==> src/rtl/ld3320_session_ctrl.sv <==
// LD3320 session controller: arms the core, waits for a synchronized result edge, applies
// timeout/retry and holds each code in a one-deep valid/accept register. Macro: LD3320_SESSION_FILTER_EN.
module ld3320_session_ctrl #(
  parameter int unsigned          TIMEOUT_W      = 24,
  parameter logic [TIMEOUT_W-1:0] TIMEOUT_CYCLES = TIMEOUT_W'(10_000_000),
  parameter logic [15:0]          GAP_CYCLES     = 16'd1000,
  parameter int unsigned          RETRY_MAX      = 3
) (
  input  logic       sys_clk,
  input  logic       sys_rst,
  input  logic       start,
  input  logic       stop,
  input  logic       continuous,
  input  logic       core_ready,
  input  logic [7:0] core_result,
  output logic       core_ena,
  output logic [7:0] code_out,
  output logic       code_valid,
  input  logic       code_accept,
  output logic       busy,
  output logic       timeout_flag,
  output logic [3:0] retry_cnt
);

`ifdef LD3320_SESSION_FILTER_EN
  localparam bit FilterEn = 1'b1;
`else
  localparam bit FilterEn = 1'b0;
`endif

  localparam logic [TIMEOUT_W-1:0] TmrLast  = TIMEOUT_CYCLES - TIMEOUT_W'(1);
  localparam logic [15:0]          GapLast  = GAP_CYCLES - 16'd1;
  localparam logic [3:0]           RetryMax = 4'(RETRY_MAX);

  typedef enum logic [2:0] {
    StIdle, StArm, StListen, StCapture, StHold, StGap, StFail
  } state_e;

  state_e               state_q, state_d;
  logic                 sync1_q, sync2_q, prev_q;
  logic                 cont_q, cont_d;
  logic                 stop_pend_q, stop_pend_d;
  logic [3:0]           retry_q, retry_d, retry_inc;
  logic                 tflag_q, tflag_d;
  logic [7:0]           code_q, code_d;
  logic                 valid_q, valid_d;
  logic [TIMEOUT_W-1:0] tmr_q, tmr_d;
  logic [15:0]          gap_q, gap_d;
  logic                 ena_q, ena_d;
  logic                 rise, stop_pend;

  assign rise      = sync2_q & ~prev_q;
  // A stop in the current cycle acts immediately, not one cycle later.
  assign stop_pend = stop_pend_q | stop;
  assign retry_inc = (retry_q == 4'hf) ? retry_q : retry_q + 4'd1;

  always_comb begin
    state_d = state_q;
    cont_d  = cont_q;
    retry_d = retry_q;
    tflag_d = tflag_q;
    code_d  = code_q;
    valid_d = valid_q;
    tmr_d   = tmr_q;
    gap_d   = gap_q;
    unique case (state_q)
      StIdle: begin
        if (start && !stop) begin
          cont_d  = continuous;
          retry_d = 4'd0;
          tflag_d = 1'b0;
          state_d = StArm;
        end
      end
      StArm: begin
        tmr_d = '0;
        if (stop_pend) state_d = StIdle;
        else if (!sync2_q) state_d = StListen;
      end
      StListen: begin
        if (stop_pend) begin
          state_d = StIdle;
        end else if (rise) begin
          state_d = StCapture;
        end else if (tmr_q == TmrLast) begin
          retry_d = retry_inc;
          gap_d   = '0;
          state_d = (retry_inc == RetryMax) ? StFail : StGap;
        end else begin
          tmr_d = tmr_q + TIMEOUT_W'(1);
        end
      end
      StCapture: begin
        if (FilterEn && core_result == 8'h00) begin
          retry_d = retry_inc;
          gap_d   = '0;
          state_d = (retry_inc == RetryMax) ? StFail : StGap;
        end else begin
          code_d  = core_result;
          valid_d = 1'b1;
          retry_d = 4'd0;
          state_d = StHold;
        end
      end
      StHold: begin
        if (code_accept) begin
          valid_d = 1'b0;
          if (stop_pend || !cont_q) begin
            state_d = StIdle;
          end else begin
            gap_d   = '0;
            state_d = StGap;
          end
        end
      end
      StGap: begin
        if (stop_pend) state_d = StIdle;
        else if (gap_q == GapLast) state_d = StArm;
        else gap_d = gap_q + 16'd1;
      end
      StFail:  state_d = StIdle;
      default: state_d = StIdle;
    endcase
    if (state_d == StFail) tflag_d = 1'b1;
    stop_pend_d = (state_d == StIdle) ? 1'b0 : stop_pend;
    ena_d       = (state_d == StArm) || (state_d == StListen);
  end

  always_ff @(posedge sys_clk) begin
    if (sys_rst) begin
      state_q     <= StIdle;
      sync1_q     <= 1'b0;
      sync2_q     <= 1'b0;
      prev_q      <= 1'b0;
      cont_q      <= 1'b0;
      stop_pend_q <= 1'b0;
      retry_q     <= 4'd0;
      tflag_q     <= 1'b0;
      code_q      <= 8'h00;
      valid_q     <= 1'b0;
      tmr_q       <= '0;
      gap_q       <= '0;
      ena_q       <= 1'b0;
    end else begin
      state_q     <= state_d;
      sync1_q     <= core_ready;
      sync2_q     <= sync1_q;
      prev_q      <= sync2_q;
      cont_q      <= cont_d;
      stop_pend_q <= stop_pend_d;
      retry_q     <= retry_d;
      tflag_q     <= tflag_d;
      code_q      <= code_d;
      valid_q     <= valid_d;
      tmr_q       <= tmr_d;
      gap_q       <= gap_d;
      ena_q       <= ena_d;
    end
  end

  assign core_ena     = ena_q;
  assign code_out     = code_q;
  assign code_valid   = valid_q;
  assign busy         = (state_q != StIdle);
  assign timeout_flag = tflag_q;
  assign retry_cnt    = retry_q;

endmodule

==> config.mk <==
export PLATFORM = sky130hd
export DESIGN_NAME = ld3320_session_ctrl
export DESIGN_NICKNAME = d
export VERILOG_FILES = /design/src/rtl/ld3320_session_ctrl.sv
export SDC_FILE = /design/constraint.sdc
export NUM_CORES = 1
export LEC_CHECK = 0
export BUFFER_PORTS_ARGS = -buffer_cell sky130_fd_sc_hd__buf_2
export CORE_MARGIN = 1
export CORE_UTILIZATION = 45
export CTS_CLUSTER_DIAMETER = 50
export DETAILED_ROUTE_END_ITERATION = 10
export GPL_ROUTABILITY_DRIVEN = 0
export PLACE_DENSITY = 0.69
export SLEW_MARGIN = 20
export SYNTH_ARGS = -nofsm -noshare
export SYNTH_HDL_FRONTEND = slang
export SYNTH_SLANG_ARGS = --single-unit
==> constraint.sdc <==
create_clock -name sys_clk -period 2.8 [get_ports sys_clk]
set_clock_uncertainty 0.2 [all_clocks]
set_input_delay 0.28 -clock sys_clk [delete_from_list [all_inputs] [get_ports sys_clk]]
set_output_delay 0.28 -clock sys_clk [all_outputs]
set_load 0.03 [all_outputs]
# Word-level counts from Yosys, hierarchy flattened

Cells that the tools add are included.

Register bits after elaboration: 63
Latch bits: 0
RAM bits: 0
Bits in read-only memories: 0
Input port bits: 15
Output and inout bits: 16
Word-level logic and storage cells: 96
Memories: 0

$add $sub $neg: 3
Multiply operators: 0
Divide/modulo/power cells: 0
Order comparisons: 0
Equal/unequal tests: 21
Shifts and indexed selects: 0
Muxes and demuxes: 35
Bitwise logic cells: 3
Reduce and logical (&&, ||, !) cells: 21

Operators by type and width:

| operator              | number |
|---|---|
| $mux 16               | 7 |
| $mux 24               | 3 |
| $pmux 16 s3           | 1 |
| $pmux 24 s2           | 1 |
| $mux 3                | 10 |
| $add 24x1->24 const B | 1 |
| $eq 24x24->1 const B  | 1 |
| $mux 4                | 5 |
| $ne 2x2->1 const B    | 9 |
| $pmux 3 s6            | 1 |
| $add 16x1->16 const B | 1 |
| $eq 16x10->1 const B  | 1 |
| $pmux 4 s3            | 1 |
| $eq 3x2->1 const B    | 3 |
| $eq 3x3->1 const B    | 3 |
| $reduce_bool 3->1     | 3 |
| $reduce_and 8->1      | 1 |
| $reduce_bool 2->1     | 4 |
| $eq 3x1->1 const B    | 2 |
| $logic_not 3->1       | 2 |
| $reduce_and 2->1      | 3 |
| $reduce_and 5->1      | 1 |
| $add 4x1->4 const B   | 1 |
| $eq 4x2->1 const B    | 1 |
| 12 further kinds      | 17 |

# Longest topological paths before layout

Depth in word-level cells: 11
Depth in mapped cells: 9
Mapped depth without buffers: 7

# Least setup slack after synthesis

No wires, ideal clock.

Path kind: register to register
From: register tmr_q[7]
To: register gap_q[15]
Setup time: 0.123 ns
Arrival: 2.118 ns
Data required time: 2.477 ns
Path slack: 0.358 ns
Cell stages (with the launch flop): 7
Path buffers: 0
Clock period less this slack: 2.442 ns
Path through: dfxtp_1 > or3b_1 > nor4_4 > a21oi_2 > a211oi_4 > nand4_1 > mux2_1

Word-level cells in the longest chain between the ends: 3

Ends and longest elaborated chain:

| what                              | line | text |
|---|---|---|
| from (decl)                       | 47   | `logic [TIMEOUT_W-1:0] tmr_q, tmr_d;` |
| from (signal assigned)            | 155  | `tmr_q <= tmr_d;` |
| $eq 24x24->1                      | 85   | `end else if (tmr_q == TmrLast) begin` |
| $ne 2x2->1 (no source line)       | -    |  |
| $reduce_and 8->1 (no source line) | -    |  |
| to (signal assigned)              | 156  | `gap_q <= gap_d;` |
| to (decl)                         | 48   | `logic [15:0] gap_q, gap_d;` |

No other way between the ends.
A chain may end at the register's enable or synchronous reset.

# Worst setup path in the final report

From: register state_q[2]
To: register gap_q[5]

Word-level cells in the longest chain between the ends: 3
Elaborated cells between the ends (all ways): 13
Those cells by class: 10 x eq/ne; 1 x mux; 2 x reduce/logical

Ends and longest elaborated chain:

| what                                                                    | line | text |
|---|---|---|
| from (decl)                                                             | 39   | `state_e state_q, state_d;` |
| from (signal assigned)                                                  | 131  | `state_q <= StIdle;` |
| from (signal assigned)                                                  | 145  | `state_q <= state_d;` |
| $eq 3x3->1 / $eq 3x2->1 (equally long branches)                         | 66   | `unique case (state_q)` |
| $ne 2x2->1 (no source line) / $reduce_bool 3->1 (equally long branches) | -    |  |
| $reduce_and 8->1 (no source line)                                       | -    |  |

Parallel ways exist; a longest one is shown, timed or not.

==> metrics.yaml <==
sta:
  finalSetupViolCount: 0
  relSlewSlack_pct: 59.3
  hold_viol_final: 0
  layout_min_cycle_time_ns: 2.53
  whs_ns: 0.0997
  setup_tns_ns: 0
  finalCritPeriodShare_pct: 90.5
  clock.fmax_mhz: 395
  worstMarginPinSlew_ns: 0.605
  rsz0062_at_grt: "false"
  drv_slew: 0
yosys:
  yosys-top-cells-count: "dfxtp_1, nor2_1, nand2_1"
  ys_warn_count: 0
  synth_compound_area_share_pct: 14.9
  synth_top_family_by_area: "simple AND/OR/NAND/NOR gates"
  syn_avg_cell_area_um2: 8.22
  postSynthCellCount: 380
  synth_mux_area_share_pct: 1.04
  synthArstFlopShare_pct: 0
  ys_seq_elements: 63
  synth-simple-area-share_pct: 32.3
  synth_ff_type: "dfxtp_1"
  synth-edff-count: 0
  yosys-top-cells-area: "dfxtp_1, nor2_1, nand3_1"
  synth.most_common_cell: "dfxtp_1"
  ys_types: 52
  synthAdderAreaFrac_pct: 1.20
  syn_nets: 398
  yosys.area.top_type: "dfxtp_1"
  yosys.area_share.xor_xnor_pct: 7.29
  yosysSeqAreaShare_pct: 40.4
  synth_area_mm2: 0.00312
  synth_top_cell_area_share_pct: 40.4
grt:
  grt_usage_pct: 19.8
  grt_max_degree: 29
  gr-total-overflow: 0
  grt_pass1_wl_um: 11600
  grt_pass1_vias: 2588
  antenna_found_initial: 0
pwr:
  fin_total_pwr_mw: 1.80
  vdd_drop_max_v: 0.000286
  p_sw_uw: 424
  pwr-share-clk_pct: 45.3
  seqPwrFrac_pct: 50.2
  p_sw_share_pct: 23.6
  intPower_mw: 1.37
  p_leak_nw: 1.34
  p_per_area_mw_per_mm2: 486
  p_comb_share_pct: 4.5
floorplan:
  die_h_um: 85.3
  core_mm2: 0.00676
  dieArea_mm2: 0.00728
  initial_core_util_pct: 46.2
  die_x_um: 85.3
  num_rows: 30
  ios: 31
status:
  status: "complete, no violations"
drt:
  routed_wl_um: 6690
  num_vias: 2831
  avgRoutedWirePerCell_um: 13.1
  drt.antenna.violating_nets: 0
  post-route-drc-count: 0
  vias_per_cell: 5.56
  dr.pass1.iters: 4
  drtIter0Drc: 168
critical_path:
  worstSetupPathType: "reg -> reg"
  ff2ff_setup_slack_ns: 0.27
  critPathRequiredTime_ns: 2.83
  path_max_fanout: 9
  end_kind: "flop"
  cp_data_arrival_time_ns: 2.57
  critPathLaunchType: "flop"
cts:
  cts-root-buf: "clkbuf_8"
  clockBufferDepth: 2
  cts.sinks: 63
  htreeDepth: 3
  clk_pin_slew_ns: 0.08
  cts_tree: "done"
  post_cts.repair.setup_buffers: 0
  cts_buffers: 9
  clkLatencyLatePin_ns: 0.34
final_layout:
  antenna_cells: 0
  final_cells: 509
  layout-drive-gt1-share_pct: 16.3
  final_core_util_pct: 54.8
  finalNetCount: 442
  area_delta_synth_final_pct: 18.4
  fillers: 615
placement:
  numPortBuffers: 30
  hpwl_um: 4590
  dpl.cell_count: 483
hold_path:
  hold_class: "in -> reg"
job:
  cap_violations: 0
path summary, 6_finish.rpt:
| kind | startpoint | to | depth (start not counted) |
|---|---|---|---|
| hold / removal | code_accept | code_valid | 4 |
| setup / recovery | state_q[2] | gap_q[5] | 7 |
| hold reg to reg | code_out[3] | code_out[3] | 2 |
| setup reg to reg | state_q[2] | gap_q[5] | 7 |
sequential cells by signal (all words and copies together), names as in the netlist, 3 cells and up:
name	cells
state_q	3
code_out	8
retry_cnt	4
gap_q	16
tmr_q	24
critical path, cell delays in order (launching register included):
cell and delay [ns]:
dfxtp_1 0.45, and4b_1 0.28, a21oi_1 0.05, or4_1 0.51
buf_4 0.22, a2111oi_1 0.49, xnor2_1 0.17, nor2_1 0.05
cell families (layout without fill, tap and decap cells):
family | Yosys count | in the layout
flip-flops | 63 | 63
multiplexers | 3 | 3
AND/OR/NAND/NOR | 191 | 191
XOR/XNOR | 26 | 26
buffers and inverters | 24 | 73
AO/OA/AOI/OAI | 70 | 70
adder cells (fa/ha/maj) | 3 | 3
per-stage QoR:
stage | worst slack [ns] | area [um2]
6_report | 0.265 | 3700
5_1_grt | 0.147 | 3700
2_1_floorplan | 0.358 | 3120
3_5_place_dp | 0.203 | 3390
4_1_cts | 0.177 | 3690
3_3_place_gp | 0.316 | 3390
layout make-up:
class | count | area [um2] | area share (%)
multi-input cells | 293 | 1780 | 48.0
flip-flops and latches | 63 | 1260 | 34.1
repair buffers | 51 | 333 | 9.00
clock buffers | 10 | 138 | 3.72
well taps | 80 | 100 | 2.71
clock inverters | 6 | 68.8 | 1.86
inverters | 6 | 22.5 | 0.609
placed cells by master, fill, tap and decap left out, types with 7 or more instances in the layout:
| cell | instances |
|---|---|
| a211oi_1 | 10 |
| a21oi_1 | 26 |
| and2_1 | 7 |
| and3_1 | 7 |
| buf_2 | 30 |
| buf_4 | 11 |
| clkbuf_8 | 10 |
| dfxtp_1 | 63 |
| dlygate4sd3_1 | 10 |
| nand2_1 | 34 |
| nand3_1 | 29 |
| nand4_1 | 15 |
| nor2_1 | 46 |
| nor3_1 | 7 |
| o21ai_0 | 12 |
| or3_1 | 7 |
| xnor2_1 | 11 |
| xor2_1 | 15 |
power groups by stage:
stage | logic (mW) | clock network (mW) | registers [mW]
2_1_floorplan | 0.0428 | 0 | 0.924
3_3_place_gp | 0.0701 | 0 | 0.924
3_5_place_dp | 0.0700 | 0 | 0.924
4_1_cts | 0.0807 | 0.836 | 0.903
5_1_grt | 0.0884 | 0.868 | 0.904
6_report | 0.0812 | 0.814 | 0.903
per-layer routing:
layer | track usage, % | vias to the layer above | wire length [um] | part of all wire, %
li1 | - | 1449 | - | -
met1 | 26.9 | 1326 | 3340 | 50
met2 | 29.5 | 46 | 3030 | 45
met3 | 5.16 | 10 | 216 | 3.2
met4 | 9.24 | 0 | 101 | 1.5
met5 | 0 | - | 0 | 0
timing repair:
item                                    CTS  global route
hold buffers                             10             0
endpoints found under the hold margin    10             0
endpoints found under the setup margin    0             3
gates resized for setup                   0             1
No activity file was read; power rests on OpenSTA's default activity.
